--- config.mk ---
export PLATFORM = sky130hd
export DESIGN_NAME = core_issue_control
export DESIGN_NICKNAME = d
export VERILOG_FILES = /design/src/rtl/core_issue_control.sv
export SDC_FILE = /design/constraint.sdc
export NUM_CORES = 1
export LEC_CHECK = 0
export CAP_MARGIN = 20
export CORE_UTILIZATION = 57
export DETAILED_ROUTE_END_ITERATION = 10
export GPL_ROUTABILITY_DRIVEN = 1
export PLACE_DENSITY = 0.88
export SYNTH_ARGS = -nofsm -noshare
export SYNTH_HDL_FRONTEND = slang
export SYNTH_SLANG_ARGS = --single-unit
--- constraint.sdc ---
create_clock -name clk -period 9.45 [get_ports clk]
set_input_delay 1.89 -clock clk [delete_from_list [all_inputs] [get_ports clk]]
set_output_delay 1.89 -clock clk [all_outputs]
set_load 0.005 [all_outputs]
--- src/rtl/core_issue_control.sv ---
// Issue sequencer between decode and execute: owns the word-address PC, tracks
// pending register writebacks, and handles branch, R15-write and undefined-trap redirects.
module core_issue_control #(
  parameter logic [29:0] RESET_PC     = 30'h0,
  parameter logic [29:0] UNDEF_VECTOR = 30'h1
) (
  input  logic        clk,
  input  logic        rst,
  output logic [29:0] pc,
  input  logic        fetch_valid,
  output logic        fetch_ready,
  input  logic        dec_execute,
  input  logic        dec_undefined,
  input  logic        dec_writeback,
  input  logic        dec_branch,
  input  logic [29:0] dec_branch_offset,
  input  logic [3:0]  dec_rd,
  output logic        issue_valid,
  input  logic        issue_ready,
  input  logic        wb_done,
  input  logic [3:0]  wb_rd,
  input  logic [29:0] wb_pc,
  output logic        flush,
  output logic        exc_undef
);

  typedef enum logic [2:0] {RUN, HAZARD, DRAIN, PCWAIT, REDIRECT} state_t;

  state_t      state;
  logic [15:0] sb;
  logic        trap;
  logic        fire;
  logic        waw;
  logic [15:0] sb_set;
  logic [15:0] sb_clr;
  logic [15:0] sb_next;

  assign waw = dec_writeback && sb[dec_rd];

  always_comb begin
    issue_valid = 1'b0;
    fetch_ready = 1'b0;
    if (state == RUN && fetch_valid) begin
      if (dec_undefined || !dec_execute) begin
        fetch_ready = 1'b1;
      end else if (!waw) begin
        issue_valid = 1'b1;
        fetch_ready = issue_ready;
      end
    end
  end

  assign fire    = issue_valid && issue_ready;
  assign sb_set  = (fire && dec_writeback) ? (16'h0001 << dec_rd) : 16'h0000;
  assign sb_clr  = wb_done ? (16'h0001 << wb_rd) : 16'h0000;
  // set applied after clear so a same-cycle issue keeps the bit pending
  assign sb_next = (sb & ~sb_clr) | sb_set;

  assign flush     = (state == REDIRECT);
  assign exc_undef = (state == REDIRECT) && trap;

  always_ff @(posedge clk or posedge rst) begin
    if (rst) begin
      pc    <= RESET_PC;
      sb    <= 16'h0000;
      state <= RUN;
      trap  <= 1'b0;
    end else begin
      sb <= sb_next;
      case (state)
        RUN: begin
          if (fetch_valid) begin
            if (dec_undefined) begin
              state <= DRAIN;
            end else if (!dec_execute) begin
              pc <= pc + 30'd1;
            end else if (waw) begin
              state <= HAZARD;
            end else if (fire) begin
              if (dec_branch) begin
                // PC+8 view: branch target is relative to pc+2 words
                pc    <= pc + 30'd2 + dec_branch_offset;
                state <= REDIRECT;
              end else if (dec_writeback && dec_rd == 4'd15) begin
                state <= PCWAIT;
              end else begin
                pc <= pc + 30'd1;
              end
            end
          end
        end
        HAZARD: begin
          // look through this cycle's writeback so issue follows one cycle later
          if (!sb_next[dec_rd]) state <= RUN;
        end
        DRAIN: begin
          if (sb == 16'h0000) begin
            pc    <= UNDEF_VECTOR;
            trap  <= 1'b1;
            state <= REDIRECT;
          end
        end
        PCWAIT: begin
          if (wb_done && wb_rd == 4'd15) begin
            pc    <= wb_pc;
            state <= REDIRECT;
          end
        end
        REDIRECT: begin
          trap  <= 1'b0;
          state <= RUN;
        end
        default: state <= RUN;
      endcase
    end
  end

endmodule
==> results.md, run 1 <==
- F_max: 150 MHz
- Slew margin rel.: 33.0%
- RSZ-0062 raised after global routing: false
- Critical R2R Launch: pc[2]$_DFFE_PP0P_
- DR iter-0 viols: 466
- Register area share after synthesis: 23.6%
- Post_cts resized: 0
- Nets: 886
- Most frequent cell after synthesis: nand2_1
- GRT Residual Overflow: 0
- Io pins: 111
- Yosys top cell by area: dfrtp_1
- P_sw: 975 µW
- Ys async rst share: 100%
- Syn Std Cell Area: 5290 µm²
- # diodes: 0
- Die X: 98.4 µm
- Die Y-Extent: 98.4 µm
- Int Power: 989 µW
- Crit-path max cell delay: 870 ps
- Total power: 1960 µW
- Hold buffer count at CTS: 0
- Clock buffers created by TritonCTS: 5
- Htree depth: 2
- Power share of the combinational group: 70.5%
- GRT Util Overall: 33.5%
- Drt via density: 6.56
- DRT Pass-1 Iters: 9
- Syn Inst Count: 659
- CP Class: in -> out
- Die area: 9670 µm²
- Seq. cell area: 1250 µm²
- Slowest CP cell: clkdlybuf4s50_1
- Worst endpoint data arrival time: 4770 ps
- First-pass GRT wire length: 26.3 mm
- Max clock buf depth: 2
- Dpl hpwl: 12.1 mm
- Final Hold Violating Endpoints: 0
- Largest net degree at the start of global routing: 62
- Share of cells above drive strength 1: 4.79%
- Sw Ratio: 49.6%
- P per Cell Area: 301 nW/µm²
- Clock power frac: 6.8%
- Crit start category: input pin
- Hold Startpoint: trap$_DFFE_PP0P_
- Crit-path leading delay family: buffers and inverters
- Post-CTS Setup Inserts: 0
- Post-synth top cells: 65 x nand2_1, 60 x nor2_1, 58 x ha_1
- Top_reg_cell synth: dfrtp_1
- Crit-path cells: clkdlybuf4s50_1, mux4_2, mux4_2, nand2_2, nand2_1, a31oi_1, clkdlybuf4s50_1
- Min cycle time layout: 6660 ps
- WP data required: 7560 ps
- Worst Path Max Fanout: 15
- Clock transition at the registers of the reported paths: 100 ps
- Starting Density: 59.8%
- Post-synth top area share: 23.6%
- Slew Limit Fails: 0
- Later-pin clock latency in the skew report: 310 ps
- Post-synth EDFFs: 0
- Setup WS post-layout: 2790 ps
- Fin crit share: 70.5%
- Detailed Route WL: 16.2 mm
- Failing checks: DRC
- R2r setup slk: 5560 ps
- Peak VDD IR: 0.000181 V
- Worst slew pin tran: 1010 ps
- Filler Cells Inserted: 690
- Initial antenna violation count: 0
- Hold Path Class: reg -> reg
- Mean Syn Cell Area: 8.03 µm²
- Final design utilization: 73.8%
- Vias in the first global route: 5,464
- Number of buffers and inverters on the critical path: 2
- Crit path capture type: output port
- Vias: 5,631
- Root buf cell: clkbuf_8
- Count of port buffers added during placement: 110
- Clock net sink count: 50
- Rows: 34
- DRC errors left: 5
- Crit path from: dec_rd[0]
- LEAKAGE: 0.00271 µW
- CTS tree: done
- Area grow syn2layout: 23.3%
- Yosys cell types: 66
- Register share of total power: 22.7%
- Skew final: 4.11 ps
- Worst slack at placement: 2790 ps
- Core area: 8850 µm²
- Synthesized Nets: 795
- Final setup violation count: 0
- Multi-input logic area: 3840 µm²
- Dominant cells by area after synthesis: dfrtp_1 24%, ha_1 14%, a21oi_1 4.7%
- Total number of yosys warnings: 0
- RePlAce Congestion: 0.913
- Number of max-cap violations: 0
- Total Neg Setup Slack: 0 ps
- Antenna Nets Post-Route: 0
- WL/cell: 18.8 µm
- Register bit total from synthesis: 50
- Status: finished with violations
layout by cell type (no fill, tap or decap), drive strengths merged, types with 16 or more instances in the layout:
master	count
dfrtp	50
nor2	60
xnor2	19
inv	16
clkdlybuf4s50	110
o21ai	57
nand2	66
a31oi	25
a21oi	50
xor2	26
nand3	30
ha	58
final cells by class:
class                           instances  area share (%)
Timing Repair Buffer                  115            17.6
Inverter                               17           0.978
Clock buffer                            5            1.05
Sequential cell                        50            19.2
Tap cell                              108            2.07
Clock inverter                          3           0.326
Multi-Input combinational cell        561            58.8
metal layers:
metal,wire length [µm],track usage (%),vias to the layer above
met2,7870,58.6,275
met4,324,8.84,0
li1,-,-,2636
met3,1160,3.58,33
met5,0,0,-
met1,6830,44.1,2687
worst paths after layout:
kind	endpoint	depth (start not counted)
worst max-delay path	fetch_ready	7
min in group asynchronous	pc[7]$_DFFE_PP0P_	2
worst min register to register	trap$_DFFE_PP0P_	2
worst max register to register	pc[26]$_DFFE_PP0P_	10
max in group asynchronous	pc[19]$_DFFE_PP0P_	3
worst min-delay path	trap$_DFFE_PP0P_	2
power groups by stage:
stage / logic (µW) / clock network, µW / registers [µW]
2_1_floorplan: 993 / 0 / 393
3_3_place_gp: 1300 / 0 / 436
3_5_place_dp: 1360 / 0 / 443
4_1_cts: 1370 / 133 / 439
5_1_grt: 1530 / 143 / 459
6_report: 1390 / 134 / 445
flip-flops by register name, summed over array words and instances (netlist names):
signal / flops
sb: 16
state: 3
trap: 1
pc: 30
cell families (layout without fill, tap and decap cells):
group | count (synthesis) | after routing | synth area share [%]
simple gates | 237 | 237 | 22.0
compound gates | 208 | 208 | 25.0
fa+ha+maj | 59 | 59 | 14.1
flops | 50 | 50 | 23.6
buf+inv | 48 | 140 | 3.88
xor+xnor | 45 | 45 | 7.45
mux | 12 | 12 | 3.95
worst min-delay path, stage by stage, from the launching register on:
cell and delay [ps]:
dfrtp_1 380, nand2_1 60, nand2_1 60
through the flow:
stage / std cells / hold WS, ps / cell area (µm²)
after floorplan: 659 / 453 / 5290
after global placement: 850 / 472 / 6420
after detailed placement: 850 / 483 / 6420
after CTS: 858 / 510 / 6510
after global routing: 859 / 560 / 6530
final: 859 / 514 / 6530
(Power assumes the default switching activity.)
==> run 2, diff against run 1 <==
Settings changed: CORE_UTILIZATION 57 to 53, PLACE_DENSITY 0.88 to 0.82.
Clock period 9.45 ns to 6.37 ns, I/O delays scaled along.
==> run 2 against run 1 <==
  * The run now ends clean
  * Clock power increased by 57%
  * Cell area grew 0.36%
  * Routed wire length is 2.6% lower
  * Cell count increased by 2.9%
  * Highest routed layer unchanged
  * Sequential power up 48%
  * Global-route usage shrank 2.4 points
  * Sequential share of layout area is 0.070 points lower
  * Clock skew increased by 5.1 ps
  * Die area increased by 7.4%
  * Via count down 1.4%
  * Clock-buffer cell count grew 1
  * Core utilization fell by 6.4 points
==> results.md, run 2 (synthesis gave the netlist of run 1 again) <==
- Later-pin clock latency in the skew report: 320 ps (was 310 ps)
- First-pass GRT wire length: 25.6 mm (was 26.3 mm)
- Share of cells above drive strength 1: 4.79% (unchanged)
- CTS tree: done (unchanged)
- Crit start category: input pin (unchanged)
- Crit-path max cell delay: 890 ps (was 870 ps)
- Number of max-cap violations: 0 (unchanged)
- Final setup violation count: 0 (unchanged)
- Area grow syn2layout: 23.8% (was 23.3%)
- Vias in the first global route: 5,481 (was 5,464)
- DRT Pass-1 Iters: 6 (was 9)
- Placed instance area: 6460 µm² (was 6420 µm²)
- Slew Limit Fails: 0 (unchanged)
- Root buf cell: clkbuf_8 (unchanged)
- Slowest CP cell: clkdlybuf4s50_1 (unchanged)
- Final Hold Violating Endpoints: 0 (unchanged)
- Vias: 5,552 (was 5,631)
- Top flop regs: pc: 30 flops, sb: 16 flops, state: 3 flops (unchanged)
- Clock power frac: 7.2% (was 6.8%)
- Status: completed (was finished with violations)
- Commonest non-fill, non-tap cells in the layout: 110 x clkdlybuf4s50_1, 65 x nand2_1, 60 x nor2_1 (unchanged)
- Crit-path cells: clkdlybuf4s50_1, mux4_2, mux4_2, nand2_2, nand2_1, a31oi_1, clkdlybuf4s50_1 (unchanged)
- DRC errors left: 0 (was 5)
- Skew final: 9.17 ps (was 4.11 ps)
- Antenna Nets Post-Route: 0 (unchanged)
- DR iter-0 viols: 267 (was 466)
- Slew margin rel.: 32.8% (was 33.0%)
- Dpl hpwl: 11.8 mm (was 12.1 mm)
- Die X: 102 µm (was 98.4 µm)
- Clock buffers created by TritonCTS: 5 (unchanged)
- Fin crit share: 86.1%
- RSZ-0062 raised after global routing: false (unchanged)
- Commonest non-fill, non-tap cell in the layout: clkdlybuf4s50_1 (unchanged)
- GRT Util Overall: 31.1% (was 33.5%)
- Cell area after layout: 6550 µm² (was 6530 µm²)
- Hold Slack: 511 ps (was 514 ps)
- Initial antenna violation count: 0 (unchanged)
- Max clock buf depth: 2 (unchanged)
- F_max: 182 MHz
- Hold Path Class: reg -> reg (unchanged)
- WL/cell: 17.8 µm (was 18.8 µm)
- Rows: 36 (was 34)
- Io pins: 111 (unchanged)
- Hold buffer count at CTS: 0 (unchanged)
- Starting Density: 54.4% (was 59.8%)
- Count of port buffers added during placement: 110 (unchanged)
- Total Neg Setup Slack: 0 ps (unchanged)
- GRT Residual Overflow: 0 (unchanged)
- Worst Path Max Fanout: 15 (unchanged)
- Sw Ratio: 49.2% (was 49.6%)
- RePlAce Congestion: 0.944 (was 0.913)
- Peak VDD IR: 0.000259 V (was 0.000181 V)
- LEAKAGE: 0.00271 µW (about the same)
- Crit-path leading delay family: buffers and inverters (unchanged)
- Nets: 886 (unchanged)
- Number of flip-flops in the largest register: 30 (unchanged)
- Detailed Route WL: 15.8 mm (was 16.2 mm)
- P_sw: 1430 µW (was 975 µW)
- P per Cell Area: 443 nW/µm² (was 301 nW/µm²)
- Multi-input logic area: 3840 µm² (unchanged)
- Worst endpoint data arrival time: 4210 ps (was 4770 ps)
- CP Class: in -> out (unchanged)
- Largest net degree at the start of global routing: 62 (unchanged)
- Post-CTS Setup Inserts: 0 (unchanged)
- Worst slew pin tran: 1010 ps (about the same)
- Clock transition at the registers of the reported paths: 100 ps (about the same)
- Seq. cell area: 1250 µm² (unchanged)
- Largest reg by FF count: pc (unchanged)
- Int Power: 1470 µW (was 989 µW)
- WP data required: 5100 ps (was 7560 ps)
- Power share of the combinational group: 70.1% (was 70.5%)
- Total power: 2900 µW (was 1960 µW)
- Core area: 9730 µm² (was 8850 µm²)
- # diodes: 0 (unchanged)
- Number of buffers and inverters on the critical path: 2 (unchanged)
- Register share of total power: 22.6% (was 22.7%)
- Clock net sink count: 50 (unchanged)
- Filler Cells Inserted: 840 (was 690)
- Die area: 10,400 µm² (was 9670 µm²)
- Min cycle time layout: 5480 ps
- Post_cts resized: 0 (unchanged)
- Htree depth: 2 (unchanged)
- Crit path capture type: output port (unchanged)
- Die Y-Extent: 102 µm (was 98.4 µm)
- Drt via density: 6.28 (was 6.56)
-- run 2: through the flow --
| step | worst slack [ps] | cells | utilization (%) |
|---|---|---|---|
| 2_1_floorplan | 2300 | 659 | - |
| 3_3_place_gp | 921 | 876 | 66.4 |
| 3_5_place_dp | 869 | 876 | 66.4 |
| 4_1_cts | 860 | 884 | 67.3 |
| 5_1_grt | 714 | 884 | 67.3 |
| 6_report | 888 | 884 | 67.3 |
-- run 2: worst paths after layout --
| check | from | to | slack, ps | cells past startpoint |
|---|---|---|---|---|
| min in group asynchronous | rst | trap$_DFFE_PP0P_ | 1460 | 3 |
| worst min register to register | trap$_DFFE_PP0P_ | trap$_DFFE_PP0P_ | 510 | 2 |
| worst min-delay path | trap$_DFFE_PP0P_ | trap$_DFFE_PP0P_ | 510 | 2 |
| worst max register to register | pc[2]$_DFFE_PP0P_ | pc[26]$_DFFE_PP0P_ | 2580 | 10 |
| max in group asynchronous | rst | pc[17]$_DFFE_PP0P_ | 4450 | 3 |
| worst max-delay path | dec_rd[0] | fetch_ready | 890 | 7 |
-- run 2: per-layer routing --
metal  part of all wire [%]  vias up  track usage, %
li1                       -     2639               -
met1                     42     2646            39.2
met2                     49      227            52.5
met3                    6.2       40            4.58
met4                    2.9        0            14.9
met5                      0        -               0
-- run 2: power by group through the flow --
stage	logic (µW)	registers (µW)	clock network (µW)
after floorplan	1470	584	0
after global placement	1930	650	0
after detailed placement	2000	657	0
after CTS	2020	650	216
after global routing	2260	677	227
final	2040	657	210
-- run 2: layout make-up --
type	instances	share of cell area, %
tap	133	2.54
sequential	50	19.1
timing repair buffer	115	17.4
multi-input combinational	561	58.6
clock buffer	6	1.26
clock inverter	2	0.191
inverter	17	0.974
-- run 2: worst register-to-register path, cell delays in order (launching register included) --
cell	delay, ps
dfrtp_1	480
ha_1	360
ha_1	320
a211oi_1	330
o211ai_1	210
a311oi_1	680
nor4_1	200
o21a_1	250
or4b_2	600
nand3_1	120
a31oi_1	90
